[src/rtl/riscv_regfile_sb_if.sv]
// riscv_regfile_sb_if -- bundle of the register file's read, issue and
// writeback signals.
//   master : decoder/execute side (drives addresses, issue and writeback)
//   slave  : register file (returns read data, issue_ready, wb_ready,
//            pend_cnt, wb_err)
// Parameters: XLEN data width, AW register address width.
interface riscv_regfile_sb_if #(
  parameter int XLEN = 32,
  parameter int AW   = 5
);
  logic [AW-1:0]   rs1_addr;
  logic [XLEN-1:0] rs1_data;
  logic [AW-1:0]   rs2_addr;
  logic [XLEN-1:0] rs2_data;
  logic            issue_valid;
  logic            issue_ready;
  logic            issue_rd_we;
  logic [AW-1:0]   issue_rd;
  logic            wb_valid;
  logic            wb_ready;
  logic [AW-1:0]   wb_rd;
  logic [XLEN-1:0] wb_data;
  logic [5:0]      pend_cnt;
  logic            wb_err;

  modport master (
    output rs1_addr, rs2_addr, issue_valid, issue_rd_we, issue_rd,
           wb_valid, wb_rd, wb_data,
    input  rs1_data, rs2_data, issue_ready, wb_ready, pend_cnt, wb_err
  );

  modport slave (
    input  rs1_addr, rs2_addr, issue_valid, issue_rd_we, issue_rd,
           wb_valid, wb_rd, wb_data,
    output rs1_data, rs2_data, issue_ready, wb_ready, pend_cnt, wb_err
  );
endinterface

[src/rtl/riscv_regfile_sb.sv]
// riscv_regfile_sb -- architectural register file with a write scoreboard.
// Two combinational read ports, one writeback port, and a busy bit per
// register that stalls issue on RAW/WAW hazards.
// Ports:
//   clk    : rising-edge clock
//   rst_n  : asynchronous active-low reset
//   bus    : riscv_regfile_sb_if.slave (reads, issue handshake, writeback
//            handshake, pend_cnt, sticky wb_err)
// Optional feature: define REGFILE_BYPASS_EN to forward wb_data onto the
// read ports and let a dependent instruction issue in its producer's
// writeback cycle. Default build has no forwarding.
module riscv_regfile_sb #(
  parameter int XLEN     = 32,
  parameter int NUM_REGS = 32,
  parameter int AW       = 5
) (
  input  logic              clk,
  input  logic              rst_n,
  riscv_regfile_sb_if.slave bus
);

  logic [NUM_REGS-1:0][XLEN-1:0] mem_q, mem_d;
  logic [NUM_REGS-1:0]           busy_q, busy_d, busy_eff;
  logic [5:0]                    pend_q, pend_d;
  logic                          err_q, err_d;

  logic wb_acc, wb_wr, iss_acc, set_en, clr_en, hz, inc, dec;

  // wb_ready simply follows reset so no writeback is taken while in reset.
  assign bus.wb_ready = rst_n;
  assign wb_acc       = bus.wb_valid & bus.wb_ready;
  assign wb_wr        = wb_acc & (bus.wb_rd != '0);

  always_comb begin
    busy_eff = busy_q;
`ifdef REGFILE_BYPASS_EN
    // A register being written back this cycle no longer blocks issue.
    if (wb_acc) busy_eff[bus.wb_rd] = 1'b0;
`endif
    busy_eff[0] = 1'b0;
  end

  assign hz = busy_eff[bus.rs1_addr] | busy_eff[bus.rs2_addr] |
              (bus.issue_rd_we & busy_eff[bus.issue_rd]);
  assign bus.issue_ready = ~hz;

  assign iss_acc = bus.issue_valid & bus.issue_ready;
  assign set_en  = iss_acc & bus.issue_rd_we & (bus.issue_rd != '0);
  assign clr_en  = wb_wr & busy_q[bus.wb_rd];

  // Counter delta mirrors the popcount change of busy: a set on a register
  // that is already busy can only happen when the same register is cleared
  // in this cycle, and then the two cancel.
  assign inc = set_en & ~busy_q[bus.issue_rd];
  assign dec = clr_en & ~(set_en & (bus.issue_rd == bus.wb_rd));

  always_comb begin
    mem_d  = mem_q;
    busy_d = busy_q;
    pend_d = pend_q;
    err_d  = err_q;
    if (wb_wr) begin
      mem_d[bus.wb_rd]  = bus.wb_data;
      busy_d[bus.wb_rd] = 1'b0;
      if (!busy_q[bus.wb_rd]) err_d = 1'b1;
    end
    // Set after clear so an issue and a writeback to the same register
    // leave it busy.
    if (set_en) busy_d[bus.issue_rd] = 1'b1;
    if (inc && !dec)      pend_d = pend_q + 6'd1;
    else if (dec && !inc) pend_d = pend_q - 6'd1;
  end

  always_ff @(posedge clk or negedge rst_n) begin
    if (!rst_n) begin
      mem_q  <= '0;
      busy_q <= '0;
      pend_q <= '0;
      err_q  <= 1'b0;
    end else begin
      mem_q  <= mem_d;
      busy_q <= busy_d;
      pend_q <= pend_d;
      err_q  <= err_d;
    end
  end

  always_comb begin
    bus.rs1_data = (bus.rs1_addr == '0) ? '0 : mem_q[bus.rs1_addr];
    bus.rs2_data = (bus.rs2_addr == '0) ? '0 : mem_q[bus.rs2_addr];
`ifdef REGFILE_BYPASS_EN
    if (wb_acc && bus.rs1_addr != '0 && bus.wb_rd == bus.rs1_addr)
      bus.rs1_data = bus.wb_data;
    if (wb_acc && bus.rs2_addr != '0 && bus.wb_rd == bus.rs2_addr)
      bus.rs2_data = bus.wb_data;
`endif
  end

  assign bus.pend_cnt = pend_q;
  assign bus.wb_err   = err_q;

endmodule

[src/flat_wrapper.sv]
// flat-port wrapper written by rule: the top's interface ports become plain ports
module riscv_regfile_sb_flat 
#(
  parameter int XLEN     = 32,
  parameter int NUM_REGS = 32,
  parameter int AW       = 5
)
  (clk, rst_n, bus_rs1_addr, bus_rs2_addr, bus_issue_valid, bus_issue_rd_we, bus_issue_rd, bus_wb_valid, bus_wb_rd, bus_wb_data, bus_rs1_data, bus_rs2_data, bus_issue_ready, bus_wb_ready, bus_pend_cnt, bus_wb_err);
  riscv_regfile_sb_if #(.XLEN(XLEN), .AW(AW)) bus_i ();
  input  logic clk;
  input  logic rst_n;
  input wire logic [$bits(bus_i.rs1_addr)-1:0] bus_rs1_addr;
  input wire logic [$bits(bus_i.rs2_addr)-1:0] bus_rs2_addr;
  input wire logic [$bits(bus_i.issue_valid)-1:0] bus_issue_valid;
  input wire logic [$bits(bus_i.issue_rd_we)-1:0] bus_issue_rd_we;
  input wire logic [$bits(bus_i.issue_rd)-1:0] bus_issue_rd;
  input wire logic [$bits(bus_i.wb_valid)-1:0] bus_wb_valid;
  input wire logic [$bits(bus_i.wb_rd)-1:0] bus_wb_rd;
  input wire logic [$bits(bus_i.wb_data)-1:0] bus_wb_data;
  output wire logic [$bits(bus_i.rs1_data)-1:0] bus_rs1_data;
  output wire logic [$bits(bus_i.rs2_data)-1:0] bus_rs2_data;
  output wire logic [$bits(bus_i.issue_ready)-1:0] bus_issue_ready;
  output wire logic [$bits(bus_i.wb_ready)-1:0] bus_wb_ready;
  output wire logic [$bits(bus_i.pend_cnt)-1:0] bus_pend_cnt;
  output wire logic [$bits(bus_i.wb_err)-1:0] bus_wb_err;
  assign bus_i.rs1_addr = bus_rs1_addr;
  assign bus_i.rs2_addr = bus_rs2_addr;
  assign bus_i.issue_valid = bus_issue_valid;
  assign bus_i.issue_rd_we = bus_issue_rd_we;
  assign bus_i.issue_rd = bus_issue_rd;
  assign bus_i.wb_valid = bus_wb_valid;
  assign bus_i.wb_rd = bus_wb_rd;
  assign bus_i.wb_data = bus_wb_data;
  assign bus_rs1_data = bus_i.rs1_data;
  assign bus_rs2_data = bus_i.rs2_data;
  assign bus_issue_ready = bus_i.issue_ready;
  assign bus_wb_ready = bus_i.wb_ready;
  assign bus_pend_cnt = bus_i.pend_cnt;
  assign bus_wb_err = bus_i.wb_err;
  riscv_regfile_sb #(.XLEN(XLEN), .NUM_REGS(NUM_REGS), .AW(AW)) u_core (.clk(clk), .rst_n(rst_n), .bus(bus_i));
endmodule
[config.mk]
export PLATFORM = sky130hd
export DESIGN_NAME = riscv_regfile_sb_flat
export DESIGN_NICKNAME = d
export VERILOG_FILES = /design/src/rtl/riscv_regfile_sb_if.sv /design/src/rtl/riscv_regfile_sb.sv /design/src/flat_wrapper.sv
export SDC_FILE = /design/constraint.sdc
export NUM_CORES = 2
export LEC_CHECK = 0
export CAP_MARGIN = 20
export CELL_PAD_IN_SITES_DETAIL_PLACEMENT = 1
export CELL_PAD_IN_SITES_GLOBAL_PLACEMENT = 1
export CORE_MARGIN = 1
export CORE_UTILIZATION = 35
export DETAILED_ROUTE_END_ITERATION = 6
export DONT_BUFFER_PORTS = 1
export PLACE_DENSITY = 0.56
export SYNTH_ARGS = -nofsm -noshare
export SYNTH_HDL_FRONTEND = slang
export SYNTH_SLANG_ARGS = --single-unit
[constraint.sdc]
create_clock -name clk -period 5.5 [get_ports clk]
set_clock_uncertainty 0.2 [all_clocks]
set_input_delay 0.55 -clock clk [delete_from_list [all_inputs] [get_ports clk]]
set_output_delay 0.55 -clock clk [all_outputs]
set_load 0.005 [all_outputs]
Yosys cells after proc, flatten, opt, wreduce, memory -nomap -nowiden

Cells that the tools add are included.

Add/subtract/negate cells: 2
$lt $le $gt $ge: 6
Eq/ne operators: 1
Mux-type cells: 27
Bitwise operators: 19
Reductions and logical operators: 12

Operators by type and width:

| kind                | count |
|---|---|
| $bwmux 1024         | 1 |
| $bmux 32 s5         | 2 |
| $mux 32             | 7 |
| $demux 32 s5        | 1 |
| $and 32x32->32      | 1 |
| $not 32->32         | 1 |
| $or 32x32->32       | 1 |
| $bmux 1 s5          | 5 |
| $lt 5x6->1 const B  | 4 |
| $mux 6              | 2 |
| $and 1x1->1         | 10 |
| $demux 1 s5         | 2 |
| $ge 5x1->1 const B  | 2 |
| $logic_not 5->1     | 2 |
| $reduce_bool 5->1   | 2 |
| $mux 1              | 7 |
| $add 6x1->6 const B | 1 |
| $sub 6x1->6 const B | 1 |
| $eq 5x5->1          | 1 |
| $logic_and 1x1->1   | 4 |
| $not 1->1           | 4 |
| $logic_not 1->1     | 2 |
| $or 1x1->1          | 2 |
| $reduce_and 2->1    | 1 |
| $reduce_bool 2->1   | 1 |

Bits in registers: 1063
Input port bits: 57
Output and inout port bits: 73

Logic depth before layout (Yosys ltp)

Word-level depth: 14
Gate-level depth with buffers: 19
Depth with buffers taken out: 15

Worst setup path before layout

OpenSTA, ideal clock, no wires.

Path type: in2reg
From: input bus_rs2_addr[0]
To: register u_core.pend_q[5], in the netlist u_core.bus.pend_cnt[5]
Setup time: 0.079 ns
Arrival: 3.861 ns
Required time: 5.221 ns
Slack: 1.359 ns
Stages on the path: 16
Path buffers: 2
Cells stage by stage: buf_2 > mux4_2 > a21oi_1 > o21ai_0 > a21oi_1 > clkbuf_1 > and3_1 > ha_1 > inv_1 > ha_1 > a21oi_1 > a21boi_0 > o21a_1 > or3_1 > a21oi_1 > xor2_1

Longest elaborated chain between the ends: 14
Elaborated cells on any way between the ends: 18
Those cells by class: mux: 3; bitwise: 10; reduce/logical: 5

Ends and longest elaborated chain:

| element                                            | RTL line               | RTL |
|---|---|---|
| start: declaration                                 | flat_wrapper.sv:13     | `input wire logic [$bits(bus_i.rs2_addr)-1:0] bus_rs2_addr;` |
| $bmux 1 s5 (*)                                     | riscv_regfile_sb.sv:43 | `assign hz = busy_eff[bus.rs1_addr] \| busy_eff[bus.rs2_addr] \|` |
| $mux 1 (not written as such) (*)                   | riscv_regfile_sb.sv:43 |  |
| $or 1x1->1 (*) (2 in series)                       | riscv_regfile_sb.sv:43 |  |
| $not 1->1 (*)                                      | riscv_regfile_sb.sv:45 | `assign bus.issue_ready = ~hz;` |
| $and 1x1->1 (*)                                    | riscv_regfile_sb.sv:47 | `assign iss_acc = bus.issue_valid & bus.issue_ready;` |
| $and 1x1->1 (*) (2 in series)                      | riscv_regfile_sb.sv:48 | `assign set_en = iss_acc & bus.issue_rd_we & (bus.issue_rd != '0);` |
| $and 1x1->1                                        | riscv_regfile_sb.sv:55 | `assign dec = clr_en & ~(set_en & (bus.issue_rd == bus.wb_rd));` |
| $not 1->1                                          | riscv_regfile_sb.sv:55 |  |
| $and 1x1->1                                        | riscv_regfile_sb.sv:55 |  |
| $logic_not 1->1                                    | riscv_regfile_sb.sv:70 | `if (inc && !dec) pend_d = pend_q + 6'd1;` |
| $logic_and 1x1->1                                  | riscv_regfile_sb.sv:70 |  |
| $mux 6 / $reduce_bool 2->1 (equally long branches) | --                     |  |
| end signal: assignment                             | riscv_regfile_sb.sv:83 | `pend_q <= pend_d;` |
| end: declaration                                   | riscv_regfile_sb.sv:24 | `logic [5:0] pend_q, pend_d;` |

Mark *: on every way between the ends. The rest lies on a longest branch, timed or not. The select of a mux whose other input is x is not followed.
A chain may end at the register's enable or synchronous reset.

Worst setup path in the final report

From: input rst_n
To: register u_core.mem_q[55] (netlist bit)

Longest elaborated chain between the ends: 2

Ends and longest elaborated chain:

| element                | RTL line               | RTL |
|---|---|---|
| start: declaration     | flat_wrapper.sv:11     | `input logic rst_n;` |
| $and 1x1->1            | riscv_regfile_sb.sv:31 | `assign wb_acc = bus.wb_valid & bus.wb_ready;` |
| $and 1x1->1            | riscv_regfile_sb.sv:32 | `assign wb_wr = wb_acc & (bus.wb_rd != '0);` |
| end signal: assignment | riscv_regfile_sb.sv:81 | `mem_q <= mem_d;` |
| end: declaration       | riscv_regfile_sb.sv:22 | `logic [NUM_REGS-1:0][XLEN-1:0] mem_q, mem_d;` |

Every way passes these cells.

==> impl_metrics.toml <==
[floorplan]
core_mm2 = 0.1626
io_pins = 130
die_w_um = 406.5
die-area_mm2 = 0.1652
die_h_um = 406.5
rows = 148
start_util = 0.3522

[detailed_routing]
first_pass_iters = 5
vias = 34564
viasPerCell = 5.926
drt_iter0_drc = 2174
drc_errors = 0
avgRoutedWirePerCell_um = 31.06
wl_um = 181100
final_antenna_net_count = 0

[logic_synthesis]
synth_common_cells = "1063 x dfrtp_1, 997 x mux2_2, 564 x mux4_2, 240 x clkbuf_1, 171 x mux2i_1"
synthSimpleGateAreaFrac = 0.02198
synth_xor_area_frac = 0.0006119
synth_area_mm2 = 0.05725
yosysWarnings = 0
synth_compound_area_frac = 0.02791
synth_area_leader_cell = "dfrtp_1"
synth_most_common_cell = "dfrtp_1"
synth_edf_count = 0
synthTopCellsByArea = "dfrtp_1 46%, mux4_2 22%, mux2_2 20%"
synth-seq-area-share = 0.4646
synth_nets = 3805
synthDistinctLibCells = 55
synth_top_family_by_area = "multiplexers"
ys_seq_elements = 1063
synth_fa_ha_area_frac = 0.001661
netlist_instances = 3741
synthMuxAreaShare = 0.4499
avgSynthCellArea_um2 = 15.30
synth_top_cell_area_share = 0.4646
synthArstFlopShare = 1.000
synthFlopType = "dfrtp_1"

[setup_path]
cp_data_required_time_ns = 5.93
critPathKind = "in -> reg"
critPathArrivalTime_ns = 5.57
startpoint_type = "primary input"
crit_fanout = 232
end_kind = "flip-flop"

[layout]
layout-drive-gt1-share = 0.5207
fin_nets = 3624
syn2layout_area_growth_pct = 12.12

[global_route]
grt_max_degree = 1068
track_usage = 0.2242
grt_pass1_vias = 37184
grt_first_pass_wirelength_um = 270500
antenna_found_initial = 7
overflow = 0

[cts]
cts_setup_buffers = 0
cts_inserted_buffers = 132
clk_latency_ns = 0.75
cts_tree = "yes"
cts_resized = 0
clk_transition_reported_paths_ns = 0.06
h-tree-depth = 4
root_buffer = "clkbuf_16"
clock_sinks = 1063
cts_buffer_depth = 3
ctsHoldBuffers = 44

[power_and_ir_drop]
p_per_area_mw_per_mm2 = 337.3
vdd_drop_max_mv = 0.2340
p_leak_nw = 28.06

[sta]
max-slew-margin-rel = -0.1665
worst_pin_slew_ns = 1.750
hold_violations = 0
setup_ws_ns = 0.3605
drv_slew = 136
period_share = 0.9345
setup_viol = 0
rsz0062_at_grt = "false"
period_minus_slack_ns = 5.139
max_freq_mhz = 194.6
setup_tns_ns = 0

[placement]
portBuffers = 0
place_congestion = 0.7294
hpwl_um = 89890
place_ws_ns = 1.186

[hold_path]
min_path_type = "in -> reg"

[run]
drv_cap = 0

[run_status]
run_status = "complete, but fails checks"
violations = "slew limit"
final cells by class:
type                    instances  area, um2
diodes                          3      7.507
clock buffers                 200       3998
clock inverters                29      294.0
fillers                     16153      98390
inverters                      15      63.81
multi-input cells            2231      28970
flip-flops and latches       1063      26600
well taps                    2175       2721
repair buffers                117       1533
cell families after synthesis:
kind of cell | Yosys count
AND/OR/NAND/NOR | 256
flip-flops | 1063
multiplexers | 1737
AO/OA/AOI/OAI | 227
buffers and inverters | 447
XOR/XNOR | 4
adder cells (fa/ha/maj) | 7
path summary, 6_finish.rpt:
path | to | slack (ns) | depth (start not counted) | start
setup / recovery | u_core.mem_q[55] | 0.36 | 7 | rst_n
hold / removal | u_core.busy_q[8] | 0.07 | 3 | bus_issue_rd[2]
setup reg to reg | u_core.bus.pend_cnt[5] | 1.54 | 15 | u_core.busy_q[25]
hold reg to reg | u_core.busy_q[0] | 0.18 | 0 | u_core.busy_q[0]
max in group asynchronous | u_core.mem_q[241] | 2.06 | 4 | rst_n
min in group asynchronous | u_core.bus.pend_cnt[3] | 0.19 | 2 | rst_n
where the power goes:
| group | switching (mW) | internal, mW |
|---|---|---|
| clock | 3.49 | 5.22 |
| sequential | 0.758 | 8.85 |
| combinational | 1.24 | 2.09 |
state kept, by name, indices dropped and copies added, names as in the netlist:
name                 count
u_core.mem_q          1024
u_core.busy_q           32
u_core.bus.pend_cnt      6
u_core.bus.wb_err        1
through the flow:
stage / total power [mW] / cells / hold WS [ns] / utilization / cell area, um2
4_1_cts: 21.69 / 5797 / -0.6420 / 0.3904 / 63470
3_5_place_dp: 12.72 / 5524 / 0.1651 / 0.3609 / 58690
3_3_place_gp: 12.59 / 5523 / 0.1648 / 0.3608 / 58670
6_report: 21.65 / 5833 / 0.06893 / 0.3948 / 64190
5_1_grt: 22.60 / 5831 / 0.04634 / 0.3948 / 64190
2_1_floorplan: 12.23 / 3741 / 0.05441 / - / 57250
per-layer routing:
metal / GRT usage / routed length, um
met1: 0.3198 / 83450
met2: 0.3526 / 85180
met3: 0.03603 / 7746
met4: 0.06437 / 4715
met5: 0 / 56
critical path, cell delays in order:
cell and delay [ns]:
dlygate4sd3_1 0.62, buf_16 0.49, nand2_1 0.36, nor3_1 0.91
nand2_4 0.81, mux2_2 0.53, dlygate4sd3_1 0.55
layout by cell type (no fill, tap or decap), drive strengths merged, types with 9 or more instances in the layout:
cell / netlist / layout
and2: 17 / 17
nor2b: 15 / 15
clkinv: 0 / 20
a21oi: 73 / 73
nor3: 65 / 65
mux4: 568 / 568
inv: 15 / 17
mux2i: 171 / 171
nand2b: 9 / 9
buf: 192 / 74
a31o: 25 / 25
clkbuf: 240 / 203
nor2: 86 / 86
mux2: 998 / 998
dfrtp: 1063 / 1063
o221ai: 65 / 65
dlygate4sd3: 0 / 40
o22ai: 34 / 34
nand2: 29 / 29
(Power assumes the default switching activity.)
